File: src/rtl/control_unit.sv
// Hardwired sequencer for the 8-bit IR/RegFile/ARF/ALU datapath.
// Optional single-step mode: define CU_SINGLE_STEP_EN.
module control_unit (
  input  logic        CLK,
  input  logic        Reset,
`ifdef CU_SINGLE_STEP_EN
  input  logic        Step,
`endif
  input  logic [15:0] IRout,
  input  logic [3:0]  ALUFlags,
  output logic        IR_LH,
  output logic        IR_En,
  output logic [1:0]  IR_FunSel,
  output logic [1:0]  ARF_OutASel,
  output logic [1:0]  ARF_OutBSel,
  output logic [1:0]  ARF_FunSel,
  output logic [3:0]  ARF_RegSel,
  output logic [2:0]  RF_O1Sel,
  output logic [2:0]  RF_O2Sel,
  output logic [1:0]  RF_FunSel,
  output logic [3:0]  RF_RSel,
  output logic [3:0]  RF_TSel,
  output logic [3:0]  ALU_FunSel,
  output logic [1:0]  MuxASel,
  output logic [1:0]  MuxBSel,
  output logic        Mem_RD,
  output logic        Mem_WR,
  output logic [2:0]  SC,
  output logic        Halted
);

  localparam logic [3:0] ALU_AND = 4'b0111;

`ifdef CU_SINGLE_STEP_EN
  typedef enum logic [2:0] {
    S_T0, S_T1, S_T2, S_T3, S_HALT, S_WAIT
  } state_t;
  localparam state_t S_DONE = S_WAIT;
`else
  typedef enum logic [2:0] {
    S_T0, S_T1, S_T2, S_T3, S_HALT
  } state_t;
  localparam state_t S_DONE = S_T0;
`endif

  state_t state, state_n;

  logic [3:0] op;
  logic [1:0] dst;
  logic [1:0] src1;
  logic [1:0] src2;
  logic [3:0] dst_en;
  logic       unused_flags;

  assign op     = IRout[15:12];
  assign dst    = IRout[11:10];
  assign src1   = IRout[9:8];
  assign src2   = IRout[7:6];
  assign dst_en = ~(4'b0001 << dst);
  assign unused_flags = ^ALUFlags[2:0];

  function automatic logic [3:0] alu_code(
    input logic [3:0] o
  );
    logic [3:0] c;
    c = 4'b0000;
    unique case (o)
      4'h0: c = ALU_AND;
      4'h1: c = 4'b1000;
      4'h2: c = 4'b0010;
      4'h3: c = 4'b0100;
      4'h4: c = 4'b0101;
      4'h5: c = 4'b1001;
      4'h6: c = 4'b1010;
      4'h7: c = 4'b1011;
      4'h8: c = 4'b1110;
      4'h9: c = 4'b1111;
      default: c = 4'b0000;
    endcase
    return c;
  endfunction

  always_ff @(posedge CLK) begin
    if (Reset) state <= S_T0;
    else       state <= state_n;
  end

  always_comb begin
    state_n     = state;
    IR_LH       = 1'b0;
    IR_En       = 1'b0;
    IR_FunSel   = 2'b01;
    ARF_OutASel = 2'b00;
    ARF_OutBSel = 2'b00;
    ARF_FunSel  = 2'b01;
    ARF_RegSel  = 4'b1111;
    RF_O1Sel    = 3'd0;
    RF_O2Sel    = 3'd0;
    RF_FunSel   = 2'b01;
    RF_RSel     = 4'b1111;
    RF_TSel     = 4'b1111;
    ALU_FunSel  = 4'b0001;
    MuxASel     = 2'b00;
    MuxBSel     = 2'b00;
    Mem_RD      = 1'b0;
    Mem_WR      = 1'b0;
    SC          = 3'd0;
    Halted      = 1'b0;

    if (Reset) begin
      // Clear every datapath register on the same edge
      ARF_RegSel = 4'b0000;
      ARF_FunSel = 2'b00;
      RF_RSel    = 4'b0000;
      RF_TSel    = 4'b0000;
      RF_FunSel  = 2'b00;
      IR_En      = 1'b1;
      IR_FunSel  = 2'b00;
      state_n    = S_T0;
    end else begin
      unique case (state)
        S_T0, S_T1: begin
          ARF_OutBSel = 2'd3;
          Mem_RD      = 1'b1;
          IR_LH       = (state == S_T1);
          IR_En       = 1'b1;
          ARF_RegSel  = 4'b1110;
          ARF_FunSel  = 2'b11;
          SC          = (state == S_T1) ? 3'd1 : 3'd0;
          state_n     = (state == S_T1) ? S_T2 : S_T1;
        end
        S_T2: begin
          SC      = 3'd2;
          state_n = S_DONE;
          case (op)
            4'hA: begin
              MuxASel = 2'b10;
              RF_RSel = dst_en;
            end
            4'hB, 4'hC: begin
              MuxBSel    = 2'b10;
              ARF_RegSel = 4'b1101;
              state_n    = S_T3;
            end
            4'hD: begin
              MuxBSel    = 2'b10;
              ARF_RegSel = 4'b1110;
            end
            4'hE: begin
              if (!ALUFlags[3]) begin
                MuxBSel    = 2'b10;
                ARF_RegSel = 4'b1110;
              end
            end
            4'hF: state_n = S_HALT;
            default: begin
              RF_O1Sel   = {1'b1, src1};
              RF_O2Sel   = {1'b1, src2};
              ALU_FunSel = alu_code(op);
              RF_RSel    = dst_en;
            end
          endcase
        end
        S_T3: begin
          SC          = 3'd3;
          ARF_OutBSel = 2'd0;
          state_n     = S_DONE;
          if (op == 4'hB) begin
            Mem_RD  = 1'b1;
            MuxASel = 2'b01;
            RF_RSel = dst_en;
          end else if (op == 4'hC) begin
            // ALU passes the stored register through to memory
            RF_O1Sel   = {1'b1, dst};
            ALU_FunSel = 4'b0000;
            Mem_WR     = 1'b1;
          end
        end
        S_HALT: Halted = 1'b1;
`ifdef CU_SINGLE_STEP_EN
        S_WAIT: if (Step) state_n = S_T0;
`endif
        default: state_n = S_T0;
      endcase
    end
  end

endmodule

File: config.mk
export PLATFORM = sky130hd
export DESIGN_NAME = control_unit
export DESIGN_NICKNAME = d
export VERILOG_FILES = /design/src/rtl/control_unit.sv
export SDC_FILE = /design/constraint.sdc
export NUM_CORES = 1
export LEC_CHECK = 0
export CORE_MARGIN = 2
export CORE_UTILIZATION = 34
export CTS_BUF_LIST = sky130_fd_sc_hd__clkbuf_16
export CTS_CLUSTER_DIAMETER = 200
export DETAILED_ROUTE_END_ITERATION = 8
export GPL_ROUTABILITY_DRIVEN = 0
export GPL_TIMING_DRIVEN = 0
export HOLD_SLACK_MARGIN = 0.12
export PLACE_DENSITY = 0.95
export SETUP_SLACK_MARGIN = 0.1
export SYNTH_ARGS = -nofsm -noshare
export SYNTH_HDL_FRONTEND = slang
export SYNTH_SLANG_ARGS = --single-unit
File: constraint.sdc
create_clock -name CLK -period 2.6 [get_ports CLK]
set_input_delay 0.26 -clock CLK [delete_from_list [all_inputs] [get_ports CLK]]
set_output_delay 0.26 -clock CLK [all_outputs]
set_load 0.01 [all_outputs]
==> flow_summary_export.csv, run 1 <==
group,metric,value,unit
floorplanning,num_io_pins,66,
route,drc_errors,0,
clocking,clockBufferDepth,2,
yosys,syn_area,768,sq um
grt,grt_max_degree,11,
worst_setup_path,path_cells,"clkdlybuf4s15_2 > inv_1 > ha_2 > o311ai_4 > o211ai_4 > nor3_4 > and2_1 > clkdlybuf4s50_1",
final_layout,top_register,"state",
final_layout,num-nets-final,192,
timing,hold_violations,0,
clocking,root_buffer,"clkbuf_16",
yosys,synth.area.top_cells,"buf_4, dfxtp_1, ha_1, a31oi_1, nor2_1",
power_and_ir_drop,p_switching,0.138,mW
yosys,synth_ff_type,"dfxtp_1",
yosys,synth-seq-area-share,0.0782,
place,placedInstanceArea,1320,sq um
timing,finalWorstSetupSlack,0.184,ns
route,postRouteAntennaNets,0,
worst_setup_path,critPathRequiredTime,2.34,ns
place,hpwl,1.90,mm
power_and_ir_drop,vdd_drop_max,374,uV
yosys,synth_common_cells,"buf_4, nor2_1, inv_1, a31oi_1, nand2_1",
yosys,ys_ff_latch,3,
worst_setup_path,worstSetupPathType,"in2out",
clocking,cts_buffers,3,
yosys,synth_top_cell_area_share,0.156,
timing,fin_crit_sh,0.929,
timing,setup_viol,0,
power_and_ir_drop,clkPwrFrac,0.497,
worst_setup_path,slowest_delay,0.53,ns
yosys,yosys.cell_types.count,42,
clocking,clk_latency,0.23,ns
route,dr.pass1.iters,4,
timing,clock_skew,0.000917,ns
clocking,cts.sinks,3,
worst_setup_path,crit_arrival,2.16,ns
grt,grt_remaining_overflow,0,
final_layout,largest_reg_flops,3,
floorplanning,die_y,51.5,um
worst_setup_path,startpoint_type,"input port",
floorplanning,core,2170,sq um
final_layout,areaGrowthSynthToFinish,91.5,%
final_layout,final_core_util,0.678,
power_and_ir_drop,p_seq_frac,0.103,
route,drtIter0Drc,14,
min_path,hp-class,"reg2reg",
yosys,yosysWarnings,0,
power_and_ir_drop,power_density,333,nW/um^2
worst_setup_path,worstSetupStartpoint,"IRout[12]",
route,vias_per_cell,4.97,
grt,antenna_found_initial,0,
yosys,avgSynthCellArea,7.53,sq um
grt,met1_usage,0.210,
worst_setup_path,worstPathMaxFanout,6,
final_layout,design_area,1470,sq um
timing,rsz0062_at_grt,"yes",
grt,track_usage,0.188,
worst_setup_path,cp_slowest_cell,"clkdlybuf4s50_1",
yosys,synthArstFlopShare,0,
floorplanning,rows,17,
yosys,synth_edf_count,0,
run_status,outcome,"complete, no violations",
clocking,hold_buffers,0,
power_and_ir_drop,p_leak,0.766,nW
timing,min_period,2.42,ns
floorplanning,die_area,2660,sq um
yosys,synth_top_area_cell,"buf_4",
grt,grt_pass1_wl,3.88,mm
worst_setup_path,end_kind,"output port",
route,post_drt_wl_per_cell,13.0,um
clocking,clkSlewWorstSetupHoldPaths,0.03,ns
final_layout,largestRegisters,"state x3",
final_layout,drive_gt1_frac,0.248,
timing,max_freq,414,MHz
worst_setup_path,regToRegStartpoint,"state[2]",
timing,slew_viol_final,0,
yosys,synthCells,102,
clocking,tritoncts,"yes",
job,max_cap_violations,0,
route,wl,2.50,mm
grt,grt_pass1_vias,870,
grt,busiest_layer,"met2",
place,portBuffers,50,
final_layout,diodes,0,
floorplanning,start_util,0.354,
floorplanning,die_w,51.5,um
min_path,min_from,"state[0]",
yosys,yosysMostFrequentCell,"buf_4",
power_and_ir_drop,power.internal,0.353,mW
grt,gr-usage-met2,0.355,
grt,met3_usage,0.0374,
route,num_vias,959,
power_and_ir_drop,swShare,0.281,
place,pre_cts_slack,-0.420,ns
clocking,h-tree-depth,1,
timing,tns,0,ns
power_and_ir_drop,p_comb_frac,0.399,
[worst max-delay path, delay by kind of cell]
kind	cells	cell delay, ns
buf+inv	3	0.87
compound gates	2	0.44
simple gates	2	0.36
fa+ha+maj	1	0.24
[power by group through the flow]
stage / logic, mW / registers (mW) / clock network (mW)
5_1_grt: 0.210 / 0.0513 / 0.248
3_5_place_dp: 0.189 / 0.0513 / 0
6_report: 0.196 / 0.0507 / 0.244
2_1_floorplan: 0.104 / 0.0510 / 0
4_1_cts: 0.194 / 0.0507 / 0.243
3_3_place_gp: 0.182 / 0.0512 / 0
[layer usage]
layer	share of wire	up-vias	routed length, um
li1	-	470	-
met1	0.39	440	987
met2	0.52	46	1300
met3	0.078	3	196
met4	0.0056	0	14
met5	0	-	0
[logic make-up (layout without fill, tap and decap cells)]
logic type / after synthesis / after routing / share of synthesized area
and+or+nand+nor: 35 / 35 / 0.287
AOI/OAI and AO/OA: 26 / 26 / 0.282
buffers and inverters: 30 / 88 / 0.239
adders and majority gates: 4 / 4 / 0.0651
other: 1 / 6 / 0.00488
DFF: 3 / 3 / 0.0782
muxes: 3 / 3 / 0.0440
[metrics by stage]
| step | power, mW | std cells | hold WS [ns] |
|---|---|---|---|
| after floorplan | 0.155 | 107 | 0.424 |
| after global placement | 0.233 | 185 | 0.545 |
| after detailed placement | 0.240 | 185 | 0.562 |
| after CTS | 0.488 | 192 | 0.564 |
| after global routing | 0.510 | 193 | 0.609 |
| final | 0.490 | 193 | 0.571 |
[timing repair]
action,in CTS,in global routing
pin swaps,2,1
buffers inserted,3,1
gates resized for setup,16,11
setup endpoints to repair,18,17
[placed cells by master, fill, tap and decap left out, types with 2 or more instances in the layout]
| master | Yosys | final |
|---|---|---|
| dlygate4sd2_1 | 0 | 4 |
| nand2_1 | 5 | 5 |
| clkdlybuf4s50_1 | 0 | 37 |
| ha_1 | 4 | 2 |
| o211ai_1 | 2 | 2 |
| nand3b_1 | 2 | 2 |
| a21oi_1 | 3 | 3 |
| dlymetal6s2s_1 | 0 | 7 |
| buf_2 | 3 | 4 |
| inv_1 | 9 | 9 |
| conb_1 | 1 | 6 |
| o311a_1 | 2 | 2 |
| o21ai_0 | 2 | 2 |
| buf_4 | 16 | 20 |
| mux2i_1 | 2 | 2 |
| nor3_1 | 2 | 2 |
| and2_1 | 3 | 3 |
| nor2_1 | 10 | 10 |
| ha_2 | 0 | 2 |
| clkbuf_16 | 0 | 3 |
| and3b_1 | 2 | 2 |
| nand2b_1 | 2 | 2 |
| dfxtp_1 | 3 | 3 |
| a31oi_1 | 6 | 6 |
[layout make-up]
class / count / area (sq um)
plain buffers: 21 / 151
clock buffers: 3 / 75.1
clock inverters: 1 / 3.75
fillers: 180 / 698
inverters: 9 / 33.8
multi-input cells: 74 / 573
flip-flops and latches: 3 / 60.1
well taps: 28 / 35.0
repair buffers: 54 / 539
[path summary, 6_finish.rpt]
check | endpoint | slack (ns) | depth (start not counted)
worst max-delay path | ALU_FunSel[2] | 0.18 | 8
worst min-delay path | state[0] | 0.57 | 2
worst max register to register | state[2] | 1.37 | 4
worst min register to register | state[0] | 0.57 | 2
(Power assumes the default switching activity.)
==> run 2: changes to the inputs <==
--- a/config.mk
+++ b/config.mk
@@ -9,6 +9,7 @@
 export CORE_UTILIZATION = 34
 export CTS_BUF_LIST = sky130_fd_sc_hd__clkbuf_16
 export CTS_CLUSTER_DIAMETER = 200
+export CTS_CLUSTER_SIZE = 25
 export DETAILED_ROUTE_END_ITERATION = 8
 export GPL_ROUTABILITY_DRIVEN = 0
 export GPL_TIMING_DRIVEN = 0
==> results of run 2 <==
No change in the layout: final DEF, timing and power equal those of run 1.
==> run 3: changes to the inputs <==
--- a/config.mk
+++ b/config.mk
@@ -8,7 +8,6 @@
 export CORE_MARGIN = 2
 export CORE_UTILIZATION = 34
 export CTS_BUF_LIST = sky130_fd_sc_hd__clkbuf_16
-export CTS_CLUSTER_DIAMETER = 200
 export CTS_CLUSTER_SIZE = 25
 export DETAILED_ROUTE_END_ITERATION = 8
 export GPL_ROUTABILITY_DRIVEN = 0
==> results of run 3 <==
No change in the layout: final DEF, timing and power equal those of run 1.
